$ cat src/rtl/pifo_pkg.sv
// ---------------------------------------------------------------------------
// pifo_pkg
// Definitions shared between the rank-computing front end (pifo_rank_enq)
// and the Astra_PIFO it feeds.
//   PTW        : rank (priority) width
//   MTW        : metadata width carried alongside each rank
//   EMPTY_RANK : all-ones rank; the PIFO reports this for an empty child,
//                so the front end must never push it as a real rank.
// ---------------------------------------------------------------------------
package pifo_pkg;

    localparam int PTW = 16;
    localparam int MTW = 32;

    localparam logic [PTW-1:0] EMPTY_RANK = '1;

endpackage : pifo_pkg

$ cat src/rtl/pifo_sat_add.sv
// ---------------------------------------------------------------------------
// pifo_sat_add
// Unsigned adder that saturates at 2**W-2, so its result can never collide
// with the all-ones EMPTY_RANK value used by the PIFO.
// Ports:
//   a : W-bit base value (the rank just assigned)
//   b : BW-bit increment (the weighted packet length)
//   y : W-bit saturated sum
// ---------------------------------------------------------------------------
module pifo_sat_add #(
    parameter int W  = 16,
    parameter int BW = 16
) (
    input  logic [W-1:0]  a,
    input  logic [BW-1:0] b,
    output logic [W-1:0]  y
);

    // One guard bit above the wider operand catches every carry-out.
    localparam int SW = ((W > BW) ? W : BW) + 1;
    localparam logic [SW-1:0] SAT_MAX = SW'({W{1'b1}}) - SW'(1);

    logic [SW-1:0] sum;

    always_comb begin
        sum = SW'(a) + SW'(b);
        y   = (sum > SAT_MAX) ? SAT_MAX[W-1:0] : sum[W-1:0];
    end

endmodule : pifo_sat_add

$ cat src/rtl/pifo_rank_enq.sv
// ---------------------------------------------------------------------------
// pifo_rank_enq
// Start-time fair queuing front end for an Astra_PIFO. Each accepted
// descriptor gets rank = max(vtime, finish[flow]); the flow's finish tag then
// advances by its length scaled down by a per-flow weight shift. Pops from
// the PIFO report the dequeued rank, which drags virtual time forward.
// Ports:
//   i_clk, i_arst_n          : clock, asynchronous active-low reset
//   i_valid / o_in_ready     : descriptor handshake
//   i_flow_id, i_len, i_meta : descriptor fields
//   i_wshift                 : 4-bit weight shift per flow (quasi-static)
//   i_pifo_ready             : PIFO can take a push
//   o_push, o_push_data      : one-cycle push of {meta, rank} to the PIFO
//   i_pop_valid, i_pop_rank  : rank of each entry the PIFO dequeues
//   o_occ                    : entries currently held by the PIFO
//   o_err                    : sticky flag, pop seen with nothing in flight
// ---------------------------------------------------------------------------
module pifo_rank_enq #(
    parameter int PTW  = pifo_pkg::PTW,
    parameter int MTW  = pifo_pkg::MTW,
    parameter int FIDW = 2,
    parameter int LW   = 16,
    parameter int CAP  = 64
) (
    input  logic                      i_clk,
    input  logic                      i_arst_n,
    input  logic                      i_valid,
    output logic                      o_in_ready,
    input  logic [FIDW-1:0]           i_flow_id,
    input  logic [LW-1:0]             i_len,
    input  logic [MTW-1:0]            i_meta,
    input  logic [4*(2**FIDW)-1:0]    i_wshift,
    input  logic                      i_pifo_ready,
    output logic                      o_push,
    output logic [MTW+PTW-1:0]        o_push_data,
    input  logic                      i_pop_valid,
    input  logic [PTW-1:0]            i_pop_rank,
    output logic [$clog2(CAP+1)-1:0]  o_occ,
    output logic                      o_err
);

    localparam int NFLOW = 2**FIDW;
    localparam int OCCW  = $clog2(CAP+1);

    logic [PTW-1:0]  finish_q [NFLOW];
    logic [PTW-1:0]  vtime_q;
    logic [OCCW-1:0] occ_q;

    logic            xfer;
    logic [PTW-1:0]  cur_finish;
    logic [PTW-1:0]  rank;
    logic [PTW-1:0]  next_finish;
    logic [3:0]      shamt;
    logic [LW-1:0]   inc;

    // Rank uses the registered vtime, so a pop landing in the same cycle
    // only affects later transfers. The finish tag is read combinationally,
    // which lets back-to-back transfers of one flow chain without a bubble.
    always_comb begin
        cur_finish = finish_q[i_flow_id];
        shamt      = i_wshift[4*i_flow_id +: 4];
        inc        = i_len >> shamt;
        rank       = (cur_finish > vtime_q) ? cur_finish : vtime_q;
    end

    // Gating with i_arst_n keeps the handshake closed while reset is held.
    assign o_in_ready = i_arst_n & i_pifo_ready & (occ_q < OCCW'(CAP));
    assign xfer       = i_valid & o_in_ready;
    assign o_occ      = occ_q;

    pifo_sat_add #(
        .W  (PTW),
        .BW (LW)
    ) u_sat_add (
        .a (rank),
        .b (inc),
        .y (next_finish)
    );

    always_ff @(posedge i_clk or negedge i_arst_n) begin
        if (!i_arst_n) begin
            // NOTE: the flow table is a handful of flat flops, so it is
            // cleared in the reset branch like any other state; a RAM could
            // not be reset this way.
            for (int f = 0; f < NFLOW; f++) begin
                finish_q[f] <= '0;
            end
            vtime_q     <= '0;
            occ_q       <= '0;
            o_push      <= 1'b0;
            o_push_data <= '0;
            o_err       <= 1'b0;
        end else begin
            o_push <= xfer;

            if (xfer) begin
                finish_q[i_flow_id] <= next_finish;
                o_push_data         <= {i_meta, rank};
            end

            if (i_pop_valid && (i_pop_rank > vtime_q)) begin
                vtime_q <= i_pop_rank;
            end

            // A transfer can never coincide with occ == CAP, so only the
            // empty side needs guarding.
            case ({xfer, i_pop_valid})
                2'b10: occ_q <= occ_q + OCCW'(1);
                2'b01: begin
                    if (occ_q == '0) begin
                        o_err <= 1'b1;
                    end else begin
                        occ_q <= occ_q - OCCW'(1);
                    end
                end
                default: ;
            endcase
        end
    end

endmodule : pifo_rank_enq

$ cat config.mk
export PLATFORM = sky130hd
export DESIGN_NAME = pifo_rank_enq
export DESIGN_NICKNAME = d
export VERILOG_FILES = /design/src/rtl/pifo_pkg.sv /design/src/rtl/pifo_sat_add.sv /design/src/rtl/pifo_rank_enq.sv
export SDC_FILE = /design/constraint.sdc
export NUM_CORES = 1
export LEC_CHECK = 0
export ABC_AREA = 1
export BUFFER_PORTS_ARGS = -buffer_cell sky130_fd_sc_hd__buf_4
export CAP_MARGIN = 15
export CORE_MARGIN = 5
export CORE_UTILIZATION = 55
export CTS_CLUSTER_DIAMETER = 40
export DETAILED_ROUTE_END_ITERATION = 16
export GPL_TIMING_DRIVEN = 0
export PLACE_DENSITY_LB_ADDON = 0.3
export RECOVER_POWER = 100
export SLEW_MARGIN = 20
export SYNTH_ARGS = -nofsm -noshare
export SYNTH_HDL_FRONTEND = slang
export SYNTH_SLANG_ARGS = --single-unit
$ cat constraint.sdc
create_clock -name i_clk -period 7.4 [get_ports i_clk]
set_input_delay 1.48 -clock i_clk [delete_from_list [all_inputs] [get_ports i_clk]]
set_output_delay 1.48 -clock i_clk [all_outputs]
set_load 0.005 [all_outputs]
==> impl_metrics.py <==
metrics = {
    "power_and_ir_drop": {
        "p_leak_nw": 5.57,
        "cellPowerDensity_mw_per_mm2": 441,
        "ir_worst_vdd_uv": 228,
    },
    "sta": {
        "max_freq_mhz": 144,
        "setup_viol": 0,
        "min_period_over_period_pct": 93.9,
        "drv_slew": 47,
        "fin_setup_tns_ns": 0,
        "hold_violations": 0,
        "slew_headroom_pct": -73.6,
        "period_minus_slack_ns": 6.95,
        "fin_skew_ns": 0.00757,
        "worstMarginPinSlew_ns": 2.60,
        "rsz0062_at_grt": "no",
    },
    "die": {
        "io_pins": 145,
        "dieArea_mm2": 0.0177,
        "start_util_pct": 55.3,
        "rows": 45,
        "coreArea_mm2": 0.0150,
        "chipWidth_um": 133,
        "die_h_um": 133,
    },
    "worst_setup_path": {
        "crit_required_ns": 7.71,
        "worstSetupPathType": "in -> reg",
        "rrSetupSlack_ns": 1.85,
        "cp_common_cell": "nand2_1",
        "start_kind": "input port",
        "arrival_ns": 7.26,
        "critical_path.max_stage_delay_ns": 0.47,
        "endpoint_kind": "flip-flop",
        "crit_fanout": 10,
        "crit_path_top_delay_cell": "a211oi_4",
        "reg2regPathDepth": 31,
    },
    "logic_synthesis": {
        "synth-seq-cells": 137,
        "synth_edf_count": 0,
        "syn_area_per_cell_um2": 7.26,
        "ys_types": 41,
        "yosysSeqAreaShare_pct": 41.2,
        "ys_warn_count": 0,
        "synthArstFlopShare_pct": 100,
        "synthFlopType": "dfrtp_1",
        "synthCells": 1146,
        "synth_area_mm2": 0.00832,
        "postSynthNetCount": 1287,
    },
    "status": {
        "violations": "max-capacitance violations, max-slew violations",
        "status": "complete, but fails checks",
    },
    "placement": {
        "hpwl_um": 17600,
        "place.gp.congestion": 0.950,
        "numPortBuffers": 143,
        "postPlaceCellArea_mm2": 0.00966,
    },
    "clocking": {
        "worst_skew_pair.late_latency_ns": 0.42,
        "numCtsBuffers": 17,
        "cts_setup_buffers": 0,
        "cts.clk_slew.worst_paths_ns": 0.05,
        "clockBufferDepth": 2,
        "clock_sinks": 137,
        "htreeDepth": 4,
        "tritoncts": "built",
        "root_buffer": "clkbuf_16",
    },
    "route": {
        "num_vias": 8169,
        "wirelength_um": 23300,
        "drc": 0,
        "wl_per_cell_um": 15.5,
        "viasPerCell": 5.42,
        "initialDrtViolationCount": 718,
        "dr.pass1.iters": 6,
        "final_antenna_net_count": 0,
    },
    "cells_and_area": {
        "post-route-cell-area_mm2": 0.0102,
        "diodes": 0,
        "final_nets": 1450,
        "layout-drive-gt1-share_pct": 14.4,
        "area_delta_synth_final_pct": 22.2,
    },
    "worst_hold_path": {
        "holdCritPathClass": "reg -> reg",
        "hold_depth": 2,
    },
    "global_routing": {
        "antenna_found_initial": 0,
        "grt_max_degree": 93,
        "grtUsageTotal_pct": 26.3,
        "grt_pass1_vias": 7562,
        "grt_pass1_wl_um": 37600,
        "gr-total-overflow": 0,
    },
    "job": {
        "drv_cap": 1,
    },
}
## power breakdown
part | switching (mW) | internal (mW)
Sequential | 0.198 | 1.10
Clock | 0.299 | 0.498
Combinational | 1.50 | 0.886
Total | 2.00 | 2.49
## cells by family after synthesis
group	after synthesis	share of synthesized area (%)
XOR/XNOR	9	0.948
AND/OR/NAND/NOR	664	32.4
flip-flops	137	41.2
adder cells (fa/ha/maj)	54	8.31
multiplexers	1	0.120
buffers and inverters	127	6.02
AO/OA/AOI/OAI	154	11.0
## cell type report
cell class	count	area [µm²]
multi-input cells	882	4380
well taps	188	235
clock inverters	3	40.0
plain buffers	40	175
repair buffers	144	1070
fillers	1282	4870
clock buffers	25	505
inverters	87	327
flip-flops and latches	137	3430
## worst max-delay path, delay by kind of cell
kind / cells / cell delay, ns
AO/OA/AOI/OAI: 7 / 1.55
adder cells (fa/ha/maj): 2 / 0.71
buffers and inverters: 8 / 1.62
AND/OR/NAND/NOR: 18 / 1.87
## placed cells by master (no fill, tap or decap), drive strengths merged, types with 2 or more instances in the layout
master,n
nand4,9
nand3,59
clkinv,3
a22o,4
nand3b,5
xnor2,4
dfrtp,137
buf,89
or2,3
xor2,5
nor3,5
nand2,513
a22oi,26
o211ai,6
a31oi,2
o21bai,3
nor2,66
clkbuf,120
fa,2
ha,52
o21ai,58
a21oi,47
inv,86
a221oi,3
a211oi,4
## state kept, by name, summed over array words and instances (netlist names)
register,count
o_err,1
o_push,1
o_push_data,48
finish_q,64
o_occ,7
vtime_q,16
## path summary, 6_finish.rpt
| path | end | start |
|---|---|---|
| worst max-delay path | finish_q[19] | i_flow_id[1] |
| worst min-delay path | o_push_data[21] | o_push_data[21] |
| worst max register to register | finish_q[19] | finish_q[49] |
| worst min register to register | o_push_data[21] | o_push_data[21] |
| max in group asynchronous | finish_q[55] | i_arst_n |
| min in group asynchronous | o_push_data[39] | i_arst_n |
## per-layer routing
metal | GRT usage [%] | vias to the layer above | share of wire (%)
met5 | 0 | - | 0
met4 | 7.97 | 0 | 2.5
met3 | 5.89 | 47 | 7.6
met2 | 42.3 | 336 | 47
met1 | 35.6 | 3772 | 43
li1 | - | 4014 | -
## synthesized netlist by cell type, types with 8 or more instances
cell        n  share of area (%)
clkbuf_1   34                1.5
nand4_1     9               0.68
ha_1       52                7.8
o21ai_0    57                3.4
a22oi_1    26                2.3
nand3_1    51                3.1
nor2_1     62                2.8
nand2_1   510                 23
nand3_2     8               0.96
inv_1      81                3.7
a21oi_1    47                2.8
dfrtp_1   137                 41
## repair_timing
action | in CTS | in global routing
endpoints found under the setup margin | 0 | 21
hold buffers | 0 | 0
endpoints found under the hold margin | 0 | 0
gates resized for setup | 0 | 2
## metrics by stage
| stage | cells | util, % | total power [mW] | hold slack, ns | setup WS [ns] |
|---|---|---|---|---|---|
| floorplan | 1146 | - | 2.83 | 0.449 | 1.48 |
| global placement | 1477 | 64.0 | 3.61 | 0.462 | 0.291 |
| detailed placement | 1478 | 64.3 | 3.68 | 0.466 | 0.147 |
| CTS | 1506 | 67.9 | 4.51 | 0.480 | 0.561 |
| global route | 1506 | 67.6 | 4.85 | 0.491 | 0.0412 |
| finish | 1506 | 67.6 | 4.48 | 0.476 | 0.451 |
Power figures use the tool's default switching activity.
